## src/rtl/bcd_mod_counter.sv

```systemverilog
// bcd_mod_counter: parametrised multi-digit packed-BCD modulo counter.
// Counts 0..MODULUS-1 over DIGITS decimal digits, with synchronous clear,
// validated parallel load and a combinational carry/borrow for cascading.
// Optional feature macro: BCD_CNT_UPDOWN_EN adds the 'up' direction port
// and down counting; without it the counter is up-only.
module bcd_mod_counter #(
   parameter int DIGITS  = 2,
   parameter int MODULUS = 60
) (
   input  logic                  clk,
   input  logic                  reset,
   input  logic                  enable,
   input  logic                  clear,
   input  logic                  load,
   input  logic [4*DIGITS-1:0]   load_value,
`ifdef BCD_CNT_UPDOWN_EN
   input  logic                  up,
`endif
   output logic [4*DIGITS-1:0]   count,
   output logic                  carry,
   output logic                  load_err
);

   // Converts a binary integer into packed BCD, least-significant digit at [3:0].
   function automatic logic [4*DIGITS-1:0] to_bcd(input int v);
      int t;
      t = v;
      to_bcd = '0;
      for (int i = 0; i < DIGITS; i++) begin
         to_bcd[4*i +: 4] = 4'(t % 10);
         t = t / 10;
      end
   endfunction

   localparam logic [4*DIGITS-1:0] MAX_BCD = to_bcd(MODULUS - 1);

   logic                 dir_up;
   logic                 at_max;
   logic                 at_zero;
   logic [4*DIGITS-1:0]  inc_value;
   logic [4*DIGITS-1:0]  dec_value;
   logic [4*DIGITS-1:0]  next_count;
   logic                 load_ok;
   int                   load_dec;
   logic                 digits_ok;

`ifdef BCD_CNT_UPDOWN_EN
   assign dir_up = up;
`else
   assign dir_up = 1'b1;
`endif

   assign at_max  = (count == MAX_BCD);
   assign at_zero = (count == '0);

   // Carry is the terminal-count flag in the current direction, gated by enable only.
   assign carry = enable & (dir_up ? at_max : at_zero);

   // Ripple BCD increment: each digit rolls 9->0 and passes a carry upward.
   always_comb begin
      logic c;
      logic [3:0] d;
      inc_value = count;
      c = 1'b1;
      for (int i = 0; i < DIGITS; i++) begin
         d = count[4*i +: 4];
         if (c) begin
            if (d == 4'd9) begin
               inc_value[4*i +: 4] = 4'd0;
            end else begin
               inc_value[4*i +: 4] = d + 4'd1;
               c = 1'b0;
            end
         end
      end
   end

   // Ripple BCD decrement: each digit rolls 0->9 and borrows from the next digit.
   always_comb begin
      logic b;
      logic [3:0] d;
      dec_value = count;
      b = 1'b1;
      for (int i = 0; i < DIGITS; i++) begin
         d = count[4*i +: 4];
         if (b) begin
            if (d == 4'd0) begin
               dec_value[4*i +: 4] = 4'd9;
            end else begin
               dec_value[4*i +: 4] = d - 4'd1;
               b = 1'b0;
            end
         end
      end
   end

   // Selects the next enabled value, wrapping at MODULUS-1 (up) or 0 (down).
   always_comb begin
      next_count = count;
      if (dir_up) begin
         next_count = at_max ? '0 : inc_value;
      end else begin
         next_count = at_zero ? MAX_BCD : dec_value;
      end
   end

   // A load is accepted only if every digit is decimal and the value is in range.
   always_comb begin
      logic [3:0] d;
      load_dec  = 0;
      digits_ok = 1'b1;
      for (int i = DIGITS - 1; i >= 0; i--) begin
         d = load_value[4*i +: 4];
         if (d > 4'd9) begin
            digits_ok = 1'b0;
         end
         load_dec = load_dec * 10 + int'(d);
      end
      load_ok = digits_ok && (load_dec < MODULUS);
   end

   // Count register and load-error pulse; priority is clear > load > enable > hold.
   always_ff @(posedge clk or negedge reset) begin
      if (!reset) begin
         count    <= '0;
         load_err <= 1'b0;
      end else begin
         load_err <= 1'b0;
         if (clear) begin
            count <= '0;
         end else if (load) begin
            if (load_ok) begin
               count <= load_value;
            end else begin
               load_err <= 1'b1;
            end
         end else if (enable) begin
            count <= next_count;
         end
      end
   end

endmodule

```

## config.mk

```make
export PLATFORM = sky130hd
export DESIGN_NAME = bcd_mod_counter
export DESIGN_NICKNAME = d
export VERILOG_FILES = /design/src/rtl/bcd_mod_counter.sv
export SDC_FILE = /design/constraint.sdc
export NUM_CORES = 1
export LEC_CHECK = 0
export BUFFER_PORTS_ARGS = -buffer_cell sky130_fd_sc_hd__buf_2
export CORE_MARGIN = 10
export CORE_UTILIZATION = 55
export DETAILED_ROUTE_END_ITERATION = 12
export HOLD_SLACK_MARGIN = 0.1
export PLACE_DENSITY = 0.8
export SLEW_MARGIN = 25
export SYNTH_ARGS = -nofsm -noshare
export SYNTH_HDL_FRONTEND = slang
export SYNTH_SLANG_ARGS = --single-unit
```

## constraint.sdc

```tcl
create_clock -name clk -period 2.95 [get_ports clk]
set_clock_uncertainty 0.05 [all_clocks]
set_input_delay 0.1475 -clock clk [delete_from_list [all_inputs] [get_ports clk]]
set_output_delay 0.1475 -clock clk [all_outputs]
set_load 0.005 [all_outputs]
```

==> run metrics <==
reg-to-reg endpoint=count[7]; Hold Path Depth=4; dpl hpwl=slightly above 2000 um; DIE HEIGHT=around 62 um; DR top layer=met4; initial core utilization=a little under three fifths; Max-cap violations=0; EDFF count, synth=0; vias=slightly above 1000; outcome=complete, no violations; Die X=slightly above 60 um; clk_lat worst skew=roughly 0.27 ns; io pins=23; cts bufs inserted=3; Core ar.=roughly 0.0017 mm^2; Relative slew margins=between 60% and 70%; Post-route DRC=0; family with the most delay on the worst path=adder cells; slowest CP cell=fa_1; synth unique cells=between 40 and 50; area of the die=between 0.003 and 0.004 mm^2; Synth Cell Area=~970 um^2; Worst Hold Class=input port to flop; fraction of layout cells with a size suffix above 1=approximately 22%; Startpoint Class=input port; register area share after synthesis=between 20% and 30%; Cell Rows=15; root buffer cell=clkbuf_4; Peak VDD IR=approximately 0.00032 V; Initial DRC Count=19; yosys warns=0; largest net degree at the start of global routing=14; global route overflow=0; first drt pass iteration count=4; fmax=a little under 400 MHz; crit-path cells=buf_2 -> ha_1 -> ha_1 -> fa_1 -> nand2_1 -> o41a_1 -> or3_4 -> o31ai_4 -> mux2_1; Req. time, crit path=~3.1 ns; setup slack after layout=approximately 0.38 ns; setup violators final=0; post-synthesis cell count=~120; pwr/cell area=353 mW/mm^2; All-Layer GR Usage=14.0%; worst hold path startpoint=load_value[0]; Clk pin slew, worst setup/hold paths=0.07 ns; global-route wire length before repair=4180 um; Crit Path Category=input port to flop; antenna-violating nets left=0; final worst-path cycle share=87.0%; vias in the first global route=around 960; Post-CTS Setup Bufs=0; worst-path fanout max=5; slew of the pin with the lowest slew margin=~0.56 ns; Total Neg Setup Slack=0 ns; Avg Inst Size Synth=between 8 and 9 um^2; max-slew violations=0; CTS H-tree depth=1; worst reg2reg startpoint=count[1]; CP arrival=2.67 ns; met1 WL=between 1000 and 1500 um; Antenna Cells=0; dpl ws=around 0.10 ns; Synth async-reset ratio=100%; vias per cell=about 6.2; fill count=around 160; Met2 Wirelength=approximately 1200 um; DR WL/cell=between 15 and 20 um; Pleak=roughly 0.53 nW; PortBufs=22; CP Buf/Inv Count=1; CP peak stage delay=0.51 ns; register bit total from synthesis=9; reg2reg setup slack=1.00 ns; Total Nets Final=~170; CTS tree=done; met3 wire length=about 220 um; GPL Wtd Cong=0.891; WL final=2490 um; Crit. End Element=flop; initial antenna violation count=0; crit path time final=between 2 and 3 ns; clk sinks=9; final hold violation count=0; Syn Nets=140; Area growth, synth to finish=17.9%; R2R depth=7; end of the worst hold path=count[0]; Most Frequent Cell on Critical Path=ha_1; RSZ-0062 raised after global routing=false; Max clock buf depth=2; dominant synthesized flop cell=dfrtp_1
-- report_power, final --
group / total, mW / switching, mW / internal [mW] / leakage, nW
Combinational: 0.155 / 0.0871 / 0.0681 / 0.390
Sequential: 0.152 / 0.0164 / 0.136 / 0.120
Clock: 0.0973 / 0.0451 / 0.0521 / 0.0150
Total: 0.405 / 0.149 / 0.256 / 0.525
-- what timing repair did --
item,in CTS,in global routing
hold buffers,1,0
gates resized for setup,0,0
hold endpoints to repair,9,0
-- cells by family (layout without fill, tap and decap cells) --
logic type	after synthesis	count (layout)	synth area share [%]
fa+ha+maj	12	12	17.0
flops	9	9	23.2
compound gates	34	34	26.4
mux	3	3	3.47
xor+xnor	1	1	0.901
simple gates	48	48	26.0
buf+inv	8	34	3.09
-- area by class of cell --
class / count / area, um^2 / share of cell area, %
Clock buffer: 4 / 26.3 / 2.29
Inverter: 7 / 26.3 / 2.29
Multi-Input combinational cell: 98 / 717 / 62.6
Sequential cell: 9 / 225 / 19.7
Tap cell: 25 / 31.3 / 2.73
Timing Repair Buffer: 23 / 120 / 10.5
-- sequential cells by signal, summed over array words and instances (netlist names) --
| signal | flops |
|---|---|
| load_err | 1 |
| count | 8 |
-- metrics by stage --
stage                     hold WS [ns]  util (%)  cell area, um^2  cells  total power, mW
after global placement         -0.0415      65.0             1110    161            0.303
after CTS                        0.186      67.1             1150    166            0.408
after floorplan                 -0.198         -              972    115            0.253
after detailed placement       -0.0391      65.0             1110    161            0.309
after global routing             0.227      67.1             1150    166            0.437
final                            0.184      67.1             1150    166            0.405
-- worst register-to-register path, delay by kind of cell (launching register included) --
kind / cells / cell delay, ns
AOI/OAI and AO/OA: 4 / 1.01
DFF: 1 / 0.41
and+or+nand+nor: 1 / 0.18
adders and majority gates: 1 / 0.13
buffers and inverters: 1 / 0.07
-- placed cells by master, fill, tap and decap left out, types with 2 or more instances in the layout --
master | netlist | layout
nand3b_1 | 2 | 2
fa_1 | 2 | 2
nand2b_1 | 2 | 2
clkbuf_4 | 0 | 3
a311o_1 | 2 | 2
nand3_1 | 5 | 5
ha_1 | 10 | 10
and3_1 | 2 | 2
mux2_2 | 2 | 2
inv_1 | 7 | 7
dfrtp_1 | 9 | 9
nand4_1 | 2 | 2
nor2_1 | 7 | 7
nor3_1 | 7 | 7
o31ai_1 | 3 | 3
buf_2 | 0 | 22
a21oi_1 | 5 | 5
a211oi_1 | 3 | 3
a31oi_1 | 2 | 2
nand2_1 | 14 | 14
o21ai_0 | 7 | 7
-- cell usage after synthesis (2+ instances only) --
master / number / area [um^2]
a211oi_1: 3 / 22.5
a21oi_1: 5 / 25.0
a311o_1: 2 / 20.0
a31oi_1: 2 / 12.5
and3_1: 2 / 12.5
dfrtp_1: 9 / 225
fa_1: 2 / 40.0
ha_1: 10 / 125
inv_1: 7 / 26.3
mux2_2: 2 / 22.5
nand2_1: 14 / 52.6
nand2b_1: 2 / 12.5
nand3_1: 5 / 25.0
nand3b_1: 2 / 15.0
nand4_1: 2 / 12.5
nor2_1: 7 / 26.3
nor3_1: 7 / 35.0
o21ai_0: 7 / 35.0
o31ai_1: 3 / 22.5
-- layer usage --
layer,global-route usage (%),up-vias
met4,3.50,0
met3,4.67,6
met5,0,-
met1,16.3,478
met2,24.0,40
li1,-,501
-- worst max path at each step --
stage | from | endpoint | slack [ns] | cells past startpoint
6_report | load_value[5] | count[5] | 0.38 | 9
5_1_grt | load_value[5] | count[5] | 0.29 | 9
4_1_cts | load_value[5] | count[5] | 0.37 | 9
3_5_place_dp | load_value[5] | count[5] | 0.10 | 9
3_3_place_gp | load_value[5] | count[5] | 0.16 | 9
2_1_floorplan | load_value[5] | count[5] | 0.36 | 8
(Power assumes the default switching activity.)
